$ cat src/rtl/elevator_ctrl_if.sv
// Panel/login side <-> elevator car controller signal bundle.
interface elevator_ctrl_if #(
  parameter int FLOORS = 3
);
  localparam int FW = $clog2(FLOORS);

  logic              logged_in;
  logic [FLOORS-1:0] interior_panel;
  logic [FLOORS-1:0] exterior_panel;
  logic [1:0]        engine;
  logic [FLOORS-1:0] doors;
  logic [FW-1:0]     floor;
  logic              direction;
  logic [FLOORS-1:0] pending;

  // Panel/login logic drives calls and enable, observes car status
  modport master (
    output logged_in, interior_panel, exterior_panel,
    input  engine, doors, floor, direction, pending
  );

  // Car controller consumes calls and enable, drives car status
  modport slave (
    input  logged_in, interior_panel, exterior_panel,
    output engine, doors, floor, direction, pending
  );
endinterface

$ cat src/rtl/elevator_ctrl.sv
// N-floor elevator car controller: latches calls, serves them in SCAN order,
// times floor-to-floor travel and door dwell with internal counters.
module elevator_ctrl #(
  parameter int FLOORS        = 3,
  parameter int DOOR_CYCLES   = 4,
  parameter int TRAVEL_CYCLES = 8
) (
  input logic            CLK,
  input logic            RST_N,
  elevator_ctrl_if.slave bus
);
  localparam int FW = $clog2(FLOORS);
  localparam int TW = $clog2(TRAVEL_CYCLES + 1);
  localparam int DW = $clog2(DOOR_CYCLES + 1);

  typedef enum logic [1:0] {IDLE, MOVING, DOOR_OPEN} state_t;

  state_t            state_q, state_d;
  logic [FW-1:0]     floor_q, floor_d;
  logic              dir_q, dir_d;
  logic [FLOORS-1:0] pend_q, pend_d;
  logic [1:0]        engine_q, engine_d;
  logic [FLOORS-1:0] doors_q, doors_d;
  logic [TW-1:0]     tcnt_q, tcnt_d;
  logic [DW-1:0]     dcnt_q, dcnt_d;
  logic [FLOORS-1:0] calls, clr;
  logic              ahead_up, ahead_dn;

  assign calls = bus.interior_panel | bus.exterior_panel;

  assign bus.engine    = engine_q;
  assign bus.doors     = doors_q;
  assign bus.floor     = floor_q;
  assign bus.direction = dir_q;
  assign bus.pending   = pend_q;

  // Outstanding calls strictly above / below the current floor
  always_comb begin
    ahead_up = 1'b0;
    ahead_dn = 1'b0;
    for (int unsigned i = 0; i < FLOORS; i++) begin
      if (pend_q[i]) begin
        if (i > 32'(floor_q)) ahead_up = 1'b1;
        if (i < 32'(floor_q)) ahead_dn = 1'b1;
      end
    end
  end

  // SCAN next-state, output, timer and request-latch logic
  always_comb begin
    state_d  = state_q;
    floor_d  = floor_q;
    dir_d    = dir_q;
    engine_d = engine_q;
    doors_d  = doors_q;
    tcnt_d   = tcnt_q;
    dcnt_d   = dcnt_q;
    clr      = '0;
    if (bus.logged_in) begin
      case (state_q)
        IDLE: begin
          if (pend_q[floor_q]) begin
            state_d          = DOOR_OPEN;
            doors_d          = '0;
            doors_d[floor_q] = 1'b1;
            dcnt_d           = '0;
            clr[floor_q]     = 1'b1;
          end else if (dir_q ? ahead_up : ahead_dn) begin
            state_d  = MOVING;
            engine_d = dir_q ? 2'b10 : 2'b11;
            tcnt_d   = '0;
          end else if (dir_q ? ahead_dn : ahead_up) begin
            state_d  = MOVING;
            dir_d    = ~dir_q;
            engine_d = dir_q ? 2'b11 : 2'b10;
            tcnt_d   = '0;
          end
        end
        MOVING: begin
          if (tcnt_q == TW'(TRAVEL_CYCLES - 1)) begin
            floor_d = dir_q ? floor_q + FW'(1) : floor_q - FW'(1);
            tcnt_d  = '0;
            if (pend_q[floor_d]) begin
              state_d          = DOOR_OPEN;
              engine_d         = 2'b00;
              doors_d          = '0;
              doors_d[floor_d] = 1'b1;
              dcnt_d           = '0;
              clr[floor_d]     = 1'b1;
            end
          end else begin
            tcnt_d = tcnt_q + 1'b1;
          end
        end
        DOOR_OPEN: begin
          if (calls[floor_q]) begin
            dcnt_d = '0;
          end else if (dcnt_q == DW'(DOOR_CYCLES - 1)) begin
            state_d = IDLE;
            doors_d = '0;
          end else begin
            dcnt_d = dcnt_q + 1'b1;
          end
        end
        default: state_d = IDLE;
      endcase
    end
    // New calls win over the arrival clear, but a call for the floor whose
    // doors are already open is absorbed (it only extends the dwell).
    pend_d = (pend_q & ~clr) | calls;
    if (state_q == DOOR_OPEN) pend_d[floor_q] = 1'b0;
  end

  // State, outputs, timers and pending register; requests latch even when logged out
  always_ff @(posedge CLK or negedge RST_N) begin
    if (!RST_N) begin
      state_q  <= IDLE;
      floor_q  <= '0;
      dir_q    <= 1'b1;
      pend_q   <= '0;
      engine_q <= 2'b00;
      doors_q  <= '0;
      tcnt_q   <= '0;
      dcnt_q   <= '0;
    end else begin
      state_q  <= state_d;
      floor_q  <= floor_d;
      dir_q    <= dir_d;
      pend_q   <= pend_d;
      engine_q <= engine_d;
      doors_q  <= doors_d;
      tcnt_q   <= tcnt_d;
      dcnt_q   <= dcnt_d;
    end
  end
endmodule

$ cat src/flat_wrapper.sv
// flat-port wrapper written by rule: the top's interface ports become plain ports
module elevator_ctrl_flat 
#(
  parameter int FLOORS        = 3,
  parameter int DOOR_CYCLES   = 4,
  parameter int TRAVEL_CYCLES = 8
)
  (CLK, RST_N, bus_logged_in, bus_interior_panel, bus_exterior_panel, bus_engine, bus_doors, bus_floor, bus_direction, bus_pending);
  elevator_ctrl_if #(.FLOORS(FLOORS)) bus_i ();
  input logic CLK;
  input logic RST_N;
  input wire logic [$bits(bus_i.logged_in)-1:0] bus_logged_in;
  input wire logic [$bits(bus_i.interior_panel)-1:0] bus_interior_panel;
  input wire logic [$bits(bus_i.exterior_panel)-1:0] bus_exterior_panel;
  output wire logic [$bits(bus_i.engine)-1:0] bus_engine;
  output wire logic [$bits(bus_i.doors)-1:0] bus_doors;
  output wire logic [$bits(bus_i.floor)-1:0] bus_floor;
  output wire logic [$bits(bus_i.direction)-1:0] bus_direction;
  output wire logic [$bits(bus_i.pending)-1:0] bus_pending;
  assign bus_i.logged_in = bus_logged_in;
  assign bus_i.interior_panel = bus_interior_panel;
  assign bus_i.exterior_panel = bus_exterior_panel;
  assign bus_engine = bus_i.engine;
  assign bus_doors = bus_i.doors;
  assign bus_floor = bus_i.floor;
  assign bus_direction = bus_i.direction;
  assign bus_pending = bus_i.pending;
  elevator_ctrl #(.FLOORS(FLOORS), .DOOR_CYCLES(DOOR_CYCLES), .TRAVEL_CYCLES(TRAVEL_CYCLES)) u_core (.CLK(CLK), .RST_N(RST_N), .bus(bus_i));
endmodule
$ cat config.mk
export PLATFORM = sky130hd
export DESIGN_NAME = elevator_ctrl_flat
export DESIGN_NICKNAME = d
export VERILOG_FILES = /design/src/rtl/elevator_ctrl_if.sv /design/src/rtl/elevator_ctrl.sv /design/src/flat_wrapper.sv
export SDC_FILE = /design/constraint.sdc
export NUM_CORES = 1
export LEC_CHECK = 0
export CAP_MARGIN = 20
export CORE_UTILIZATION = 35
export DETAILED_ROUTE_END_ITERATION = 10
export HOLD_SLACK_MARGIN = 0.1
export PLACE_DENSITY = 0.55
export SETUP_SLACK_MARGIN = 0.15
export SLEW_MARGIN = 20
export SYNTH_ARGS = -nofsm -noshare
export SYNTH_HDL_FRONTEND = slang
export SYNTH_SLANG_ARGS = --single-unit
$ cat constraint.sdc
create_clock -name CLK -period 2.52 [get_ports CLK]
set_input_delay 0.252 -clock CLK [delete_from_list [all_inputs] [get_ports CLK]]
set_output_delay 0.252 -clock CLK [all_outputs]
set_load 0.05 [all_outputs]
==> results of run 1 <==
-- stage by stage --
step / cells / total power [mW] / setup WS [ns]
finish: 215 / 1.37 / 0.337
global route: 215 / 1.47 / 0.183
CTS: 214 / 1.38 / 0.230
detailed placement: 210 / 1.13 / 0.258
global placement: 210 / 1.12 / 0.299
floorplan: 143 / 0.942 / 0.163
-- what timing repair did --
item                                    4_1_cts  5_1_grt
endpoints found under the setup margin        0        2
hold buffers                                  0        0
buffers inserted                              0        1
-- per-layer routing --
layer,share of wire (%),up-vias,track usage (%)
met5,0,-,0
li1,-,577,-
met4,1.2,0,4.17
met1,43,611,22.3
met3,5.2,4,2.29
met2,51,32,29.2
-- how the worst max path moves through the flow --
stage,endpoint,slack [ns],cells past startpoint
after detailed placement,u_core.tcnt_q[2]$_DFFE_PN0P_,0.26,8
after CTS,u_core.tcnt_q[2]$_DFFE_PN0P_,0.23,8
final,u_core.tcnt_q[2]$_DFFE_PN0P_,0.34,8
after global placement,u_core.tcnt_q[2]$_DFFE_PN0P_,0.30,8
after floorplan,u_core.bus.engine[1]$_DFFE_PN0P_,0.16,8
after global routing,u_core.dcnt_q[0]$_DFFE_PN0P_,0.18,7
-- synth_stat cells (2+ instances only) --
cell	instances
sky130_fd_sc_hd__a21oi_1	3
sky130_fd_sc_hd__o21ai_0	10
sky130_fd_sc_hd__nand4b_1	2
sky130_fd_sc_hd__mux2_2	4
sky130_fd_sc_hd__clkbuf_1	2
sky130_fd_sc_hd__nand2_1	15
sky130_fd_sc_hd__or3_1	2
sky130_fd_sc_hd__and4_1	2
sky130_fd_sc_hd__mux2i_1	4
sky130_fd_sc_hd__o22ai_1	5
sky130_fd_sc_hd__nor3_1	4
sky130_fd_sc_hd__a22oi_1	3
sky130_fd_sc_hd__ha_1	12
sky130_fd_sc_hd__inv_1	11
sky130_fd_sc_hd__a31oi_1	5
sky130_fd_sc_hd__xnor2_1	2
sky130_fd_sc_hd__and3_1	2
sky130_fd_sc_hd__nand3b_1	3
sky130_fd_sc_hd__dfrtp_1	19
sky130_fd_sc_hd__nor2_1	5
sky130_fd_sc_hd__nand2b_1	2
sky130_fd_sc_hd__nand3_1	3
-- power breakdown --
group	leakage [nW]	total [mW]	internal (mW)	switching, mW
combinational	0.482	0.667	0.260	0.407
sequential	0.235	0.458	0.397	0.0607
clock	0.0288	0.247	0.139	0.108
-- cell families after synthesis --
group / share of synthesized area [%]
compound gates: 18.1
xor+xnor: 1.93
simple gates: 21.3
flops: 36.8
fa+ha+maj: 11.0
buf+inv: 4.77
mux: 6.23
-- registers in the layout, summed over array words and instances, names as in the netlist --
signal	count
u_core.bus.engine	2
u_core.bus.pending	3
u_core.dcnt_q	3
u_core.bus.direction	1
u_core.tcnt_q	4
u_core.state_q	2
u_core.bus.doors	3
u_core.bus.floor	2
-- area by class of cell --
class,instances,area share [%]
multi-input combinational,108,48.1
sequential,20,29.4
timing repair buffer,24,13.3
tap,48,3.51
clock buffer,4,3.21
inverter,11,2.41
==> flow_summary.rst, run 1 <==
.. list-table::
   :header-rows: 1

   * - Metric
     - Value
   * - RSZ-0062 raised after global routing
     - false
   * - Number of vias per cell after detailed routing
     - 5.69
   * - Most frequent standard cell in the layout excluding fill and tap cells
     - sky130_fd_sc_hd__clkdlybuf4s50_1
   * - Standby leakage power
     - 0.746 nW
   * - Area contributors post-synth
     - sky130_fd_sc_hd__dfrtp_1 (35%), sky130_fd_sc_hd__ha_1 (11%), sky130_fd_sc_hd__nand2_1 (4.1%), sky130_fd_sc_hd__o21ai_0 (3.7%), sky130_fd_sc_hd__mux2_2 (3.3%)
   * - Post-route DRC
     - 0
   * - Source-to-sink clock delay at the later pin of the worst-skew pair
     - 0.26 ns
   * - Worst-case reg-to-reg path depth
     - 8
   * - Critical Path Max Stage Delay
     - 0.38 ns
   * - Hold crit path type
     - primary input to asynchronous set/reset pin
   * - Number of buffers created by CTS
     - 3
   * - Ratio of cells with drive above 1 in the final layout
     - 13.8%
   * - Wire length per cell
     - 15.5 um
   * - Die W
     - 64.5 um
   * - Post-synthesis area per instance
     - 9.55 um2
   * - Run status
     - completed
   * - Worst-path maximum fanout
     - 11
   * - Setup Skew
     - 0.00514 ns
   * - Number of nets in the finished design
     - 189
   * - Worst reg2reg path startpoint
     - u_core.bus.floor[0]$_DFFE_PN0P_
   * - Critical path launch point
     - u_core.bus.floor[0]$_DFFE_PN0P_
   * - Violation count after the first detailed-route iteration
     - 70
   * - Part of the cycle the worst path needs
     - 86.6%
   * - Count of state elements after synthesis
     - 20
   * - Slew at the pin closest to its max-slew limit
     - 0.504 ns
   * - Area of combinational cells with multiple inputs
     - 825 um2
   * - Peak ir drop on the vdd network
     - 411 uV
   * - Cell count after synthesis
     - 143
   * - Cell Area, Placed
     - 0.00165 mm2
   * - Total number of yosys warnings
     - 0
   * - Height of the chip
     - 64.5 um
   * - Arr. time, crit path
     - 2.36 ns
   * - TritonCTS Sinks
     - 20
   * - Total via count in the routed design
     - 1224
   * - Top cell type's share of synthesized area
     - 34.8%
   * - Fillers
     - 363
   * - Cell with the biggest individual delay on the critical path
     - sky130_fd_sc_hd__dfrtp_2
   * - Share of async-settable or async-resettable flops after synthesis
     - 100%
   * - Initial antenna violation count
     - 0
   * - Sequential cell area
     - 504 um2
   * - Commonest cells after routing, fill and taps aside
     - sky130_fd_sc_hd__clkdlybuf4s50_1 (19), sky130_fd_sc_hd__dfrtp_1 (17), sky130_fd_sc_hd__nand2_1 (15), sky130_fd_sc_hd__inv_1 (11), sky130_fd_sc_hd__ha_1 (11)
   * - # rows
     - 22
   * - Critical Path RT
     - 2.70 ns
   * - Count of different cell masters after synthesis
     - 45
   * - HPWL after DPL
     - 2600 um
   * - Overall overflow remaining after global route
     - 0
   * - Count of flip-flops with a built-in enable after synthesis
     - 0
   * - Primary FF master, synth
     - sky130_fd_sc_hd__dfrtp_1
   * - Kind of capture point of the worst setup path
     - flip-flop
   * - Peak Freq
     - 458 MHz
   * - Wire length of the first global-routing pass
     - 5490 um
   * - Die ar.
     - 0.00415 mm2
   * - Sum of negative setup slack
     - 0 ns
   * - Number of global-route vias before repair
     - 1195
   * - Cell area after technology mapping
     - 0.00137 mm2
   * - Antenna cells
     - 0
   * - P&R area growth vs syn
     - 25.5%
   * - Share of the core filled with cells in the final layout
     - 46.4%
   * - Slew Viols, Final
     - 0
   * - Final worst hold slack
     - 0.321 ns
   * - Crit-path cells
     - inv_1 -> ha_1 -> nand2b_1 -> and4_1 -> a221o_1 -> buf_4 -> or3_1 -> o211ai_1
   * - Fin crit period
     - 2.18 ns
   * - Endpoints failing hold
     - 0
   * - Final instance area
     - 0.00171 mm2
   * - Effective utilization at floorplan
     - 37.0%
   * - Final ANT Viol Nets
     - 0
   * - Largest delay contributor family on the critical path
     - simple AND/OR/NAND/NOR gates
   * - Max Root-Sink Buffers
     - 2
   * - Aggregate routed wire length
     - 3340 um
   * - Gp weighted congestion
     - 0.851
   * - Fraction of the yosys area taken by sequential cells
     - 36.8%
   * - Mapped Nets
     - 164
   * - Core footprint
     - 0.00369 mm2
   * - Number of optimization iterations in the first detailed-route pass
     - 4
   * - Clk slew on worst S/H paths
     - 0.08 ns
   * - Root buf cell
     - sky130_fd_sc_hd__clkbuf_8
   * - Worst reg2reg path endpoint
     - u_core.tcnt_q[2]$_DFFE_PN0P_
   * - Worst slew margin relative to its limit
     - 66.3%
   * - Number of top-level pins
     - 20
   * - CTS tree
     - done
   * - Reg2Reg Setup Slack
     - 0.34 ns
   * - Max-Cap Viols
     - 0
   * - Buffers added on ports
     - 19
   * - Cell accounting for the most synthesized area
     - sky130_fd_sc_hd__dfrtp_1
   * - Crit path kind
     - flip-flop to flip-flop
   * - H-Tree Level Count
     - 1
   * - Post-cts sizing count
     - 0
   * - Combined global-route utilization of all metal layers
     - 16.9%
   * - Largest net degree at the start of global routing
     - 15
   * - Startpoint Class
     - flip-flop
   * - Buffers and inverters on the worst path
     - 2
   * - PD cells
     - 801 mW/mm2
   * - Setup violation total in the final timing report
     - 0
No activity file was read; power rests on OpenSTA's default activity.
==> inputs of run 2 (changes only) <==
--- a/config.mk
+++ b/config.mk
@@ -7,6 +7,7 @@
 export LEC_CHECK = 0
 export CAP_MARGIN = 20
 export CORE_UTILIZATION = 35
+export CTS_CLUSTER_DIAMETER = 100
 export DETAILED_ROUTE_END_ITERATION = 10
 export HOLD_SLACK_MARGIN = 0.1
 export PLACE_DENSITY = 0.55
==> results of run 2 <==
Same layout as run 1: the final DEF is identical, and so are final timing and power.
==> inputs of run 3 (changes only) <==
--- a/config.mk
+++ b/config.mk
@@ -16,3 +16,4 @@
 export SYNTH_ARGS = -nofsm -noshare
 export SYNTH_HDL_FRONTEND = slang
 export SYNTH_SLANG_ARGS = --single-unit
+export TNS_END_PERCENT = 30
==> run 3 against run 2 <==
Net effect:
- total power is 1.3% higher
- die area stayed put
- first-iteration DRC count is 31% lower
- critical endpoint unchanged
- largest power group unchanged
- highest routed layer unchanged
==> flow_summary.rst, run 3 (synthesis gave the netlist of run 1 again) <==
.. list-table::
   :header-rows: 1

   * - Metric
     - Value
   * - Commonest cells after routing, fill and taps aside
     - sky130_fd_sc_hd__clkdlybuf4s50_1 (19), sky130_fd_sc_hd__dfrtp_1 (17), sky130_fd_sc_hd__nand2_1 (15), sky130_fd_sc_hd__ha_1 (12)
   * - Number of optimization iterations in the first detailed-route pass
     - 4
   * - Clk slew on worst S/H paths
     - 0.08 ns
   * - Total via count in the routed design
     - 1215
   * - Violation count after the first detailed-route iteration
     - 48
   * - H-Tree Level Count
     - 1
   * - Peak ir drop on the vdd network
     - 402 uV
   * - Critical Path Max Stage Delay
     - 0.42 ns
   * - Sum of negative setup slack
     - 0 ns
   * - Number of global-route vias before repair
     - 1192
   * - Buffers added on ports
     - 19
   * - Combined global-route utilization of all metal layers
     - 17.9%
   * - Root buf cell
     - sky130_fd_sc_hd__clkbuf_8
   * - Final ANT Viol Nets
     - 0
   * - Standby leakage power
     - 0.776 nW
   * - Gp weighted congestion
     - 0.886
   * - CTS tree
     - done
   * - Reg2Reg Setup Slack
     - 0.24 ns
   * - Part of the cycle the worst path needs
     - 90.6%
   * - Number of buffers created by CTS
     - 3
   * - Top register by number of flip-flops
     - u_core.tcnt_q
   * - Startpoint Class
     - flip-flop
   * - # rows
     - 22
   * - Source-to-sink clock delay at the later pin of the worst-skew pair
     - 0.26 ns
   * - Critical Path RT
     - 2.71 ns
   * - Wire length per cell
     - 15.2 um
   * - Hold crit path type
     - primary input to asynchronous set/reset pin
   * - Max-Cap Viols
     - 0
   * - Wire length of the first global-routing pass
     - 5760 um
   * - Arr. time, crit path
     - 2.47 ns
   * - HPWL after DPL
     - 2570 um
   * - Number of vias per cell after detailed routing
     - 5.50
   * - Largest register FFs
     - 4
   * - TritonCTS Sinks
     - 20
   * - Slew Viols, Final
     - 0
   * - Setup violation total in the final timing report
     - 0
   * - Run status
     - completed
   * - Largest net degree at the start of global routing
     - 18
   * - Number of top-level pins
     - 20
   * - Worst slew margin relative to its limit
     - 61.9%
   * - Aggregate routed wire length
     - 3370 um
   * - Setup Skew
     - 0.00709 ns
   * - Peak Freq
     - 438 MHz
   * - Height of the chip
     - 64.5 um
   * - Crit path kind
     - flip-flop to flip-flop
   * - Overall overflow remaining after global route
     - 0
   * - Initial antenna violation count
     - 0
   * - Number of nets in the finished design
     - 195
   * - Most frequent standard cell in the layout excluding fill and tap cells
     - sky130_fd_sc_hd__clkdlybuf4s50_1
   * - Core footprint
     - 0.00369 mm2
   * - Post-route DRC
     - 0
   * - Fin crit period
     - 2.28 ns
   * - Max Root-Sink Buffers
     - 2
   * - Die ar.
     - 0.00415 mm2
   * - Worst reg2reg path endpoint
     - u_core.tcnt_q[2]$_DFFE_PN0P_
   * - Worst-path maximum fanout
     - 8
   * - P&R area growth vs syn
     - 28.3%
   * - Die W
     - 64.5 um
   * - Slew at the pin closest to its max-slew limit
     - 0.570 ns
   * - Worst-case reg-to-reg path depth
     - 8
   * - Kind of capture point of the worst setup path
     - flip-flop
   * - Worst reg2reg path startpoint
     - u_core.bus.floor[1]$_DFFE_PN0P_
   * - Antenna cells
     - 0
   * - Crit-path cells
     - inv_1 -> ha_1 -> nand3b_1 -> and4_1 -> a221o_1 -> buf_4 -> or3_1 -> o211ai_1
   * - Power Total
     - 1.39 mW
   * - Ratio of cells with drive above 1 in the final layout
     - 16.8%
   * - RSZ-0062 raised after global routing
     - false
   * - Effective utilization at floorplan
     - 37.0%
   * - Cell with the biggest individual delay on the critical path
     - sky130_fd_sc_hd__dfrtp_2
   * - Endpoints failing hold
     - 0
   * - PD cells
     - 794 mW/mm2
## run 3: cell types whose count changed in the layout (fill, tap and decap cells not counted)
| cell | before | now |
|---|---|---|
| sky130_fd_sc_hd__buf_4 | 5 | 11 |
| sky130_fd_sc_hd__ha_4 | 1 | 0 |
| sky130_fd_sc_hd__nor4_2 | 0 | 1 |
| sky130_fd_sc_hd__ha_1 | 11 | 12 |
| sky130_fd_sc_hd__nor4_1 | 1 | 0 |
## run 3: worst max-delay path by stage
stage	start	end	slack, ns	cells past startpoint
after detailed placement	u_core.bus.floor[1]$_DFFE_PN0P_	u_core.tcnt_q[2]$_DFFE_PN0P_	0.16	8
after floorplan	u_core.bus.floor[0]$_DFFE_PN0P_	u_core.dcnt_q[1]$_DFFE_PN0P_	0.14	8
after global routing	u_core.bus.floor[1]$_DFFE_PN0P_	u_core.tcnt_q[2]$_DFFE_PN0P_	0.15	8
final	u_core.bus.floor[1]$_DFFE_PN0P_	u_core.tcnt_q[2]$_DFFE_PN0P_	0.24	8
after CTS	u_core.bus.floor[1]$_DFFE_PN0P_	u_core.tcnt_q[2]$_DFFE_PN0P_	0.16	8
after global placement	u_core.bus.floor[1]$_DFFE_PN0P_	u_core.bus.engine[1]$_DFFE_PN0P_	0.14	7
## run 3: final cells by class
type | count | area [um2]
clock buffers | 4 | 55.1
fillers | 370 | 1940
inverters | 11 | 41.3
multi-input cells | 108 | 818
flip-flops and latches | 20 | 504
well taps | 48 | 60.1
repair buffers | 30 | 273
## run 3: worst max-delay path, delay by kind of cell (launching register included)
family / cells / cell delay [ns]
flip-flops: 1 / 0.42
AO/OA/AOI/OAI: 2 / 0.48
adder cells (fa/ha/maj): 1 / 0.25
AND/OR/NAND/NOR: 3 / 0.75
buffers and inverters: 2 / 0.30
## run 3: power breakdown
group | internal, mW | switching (mW) | total [mW]
Sequential | 0.397 | 0.0653 | 0.462
Clock | 0.139 | 0.111 | 0.251
Combinational | 0.264 | 0.414 | 0.678
## run 3: through the flow
stage	area [um2]	hold WS, ns	instances	setup slack (ns)	utilization [%]
finish	1750	0.350	221	0.238	47.5
floorplan	1380	-0.0436	143	0.137	-
CTS	1700	0.368	215	0.163	46.1
global placement	1650	0.473	211	0.139	44.6
global route	1750	0.399	221	0.148	47.5
detailed placement	1650	0.488	211	0.162	44.6
## run 3: repair_timing
| action | in CTS | in global routing |
|---|---|---|
| setup endpoints to repair | 0 | 9 |
| hold buffers | 0 | 0 |
| setup buffers | 0 | 6 |
| gates resized for setup | 0 | 1 |
## run 3: routing by layer
metal	vias to the layer above	wire, um	global-route usage, %
met5	-	0	0
met4	0	22	3.33
met3	4	104	2.82
met2	18	1550	28.4
met1	599	1690	25.8
li1	594	-	-
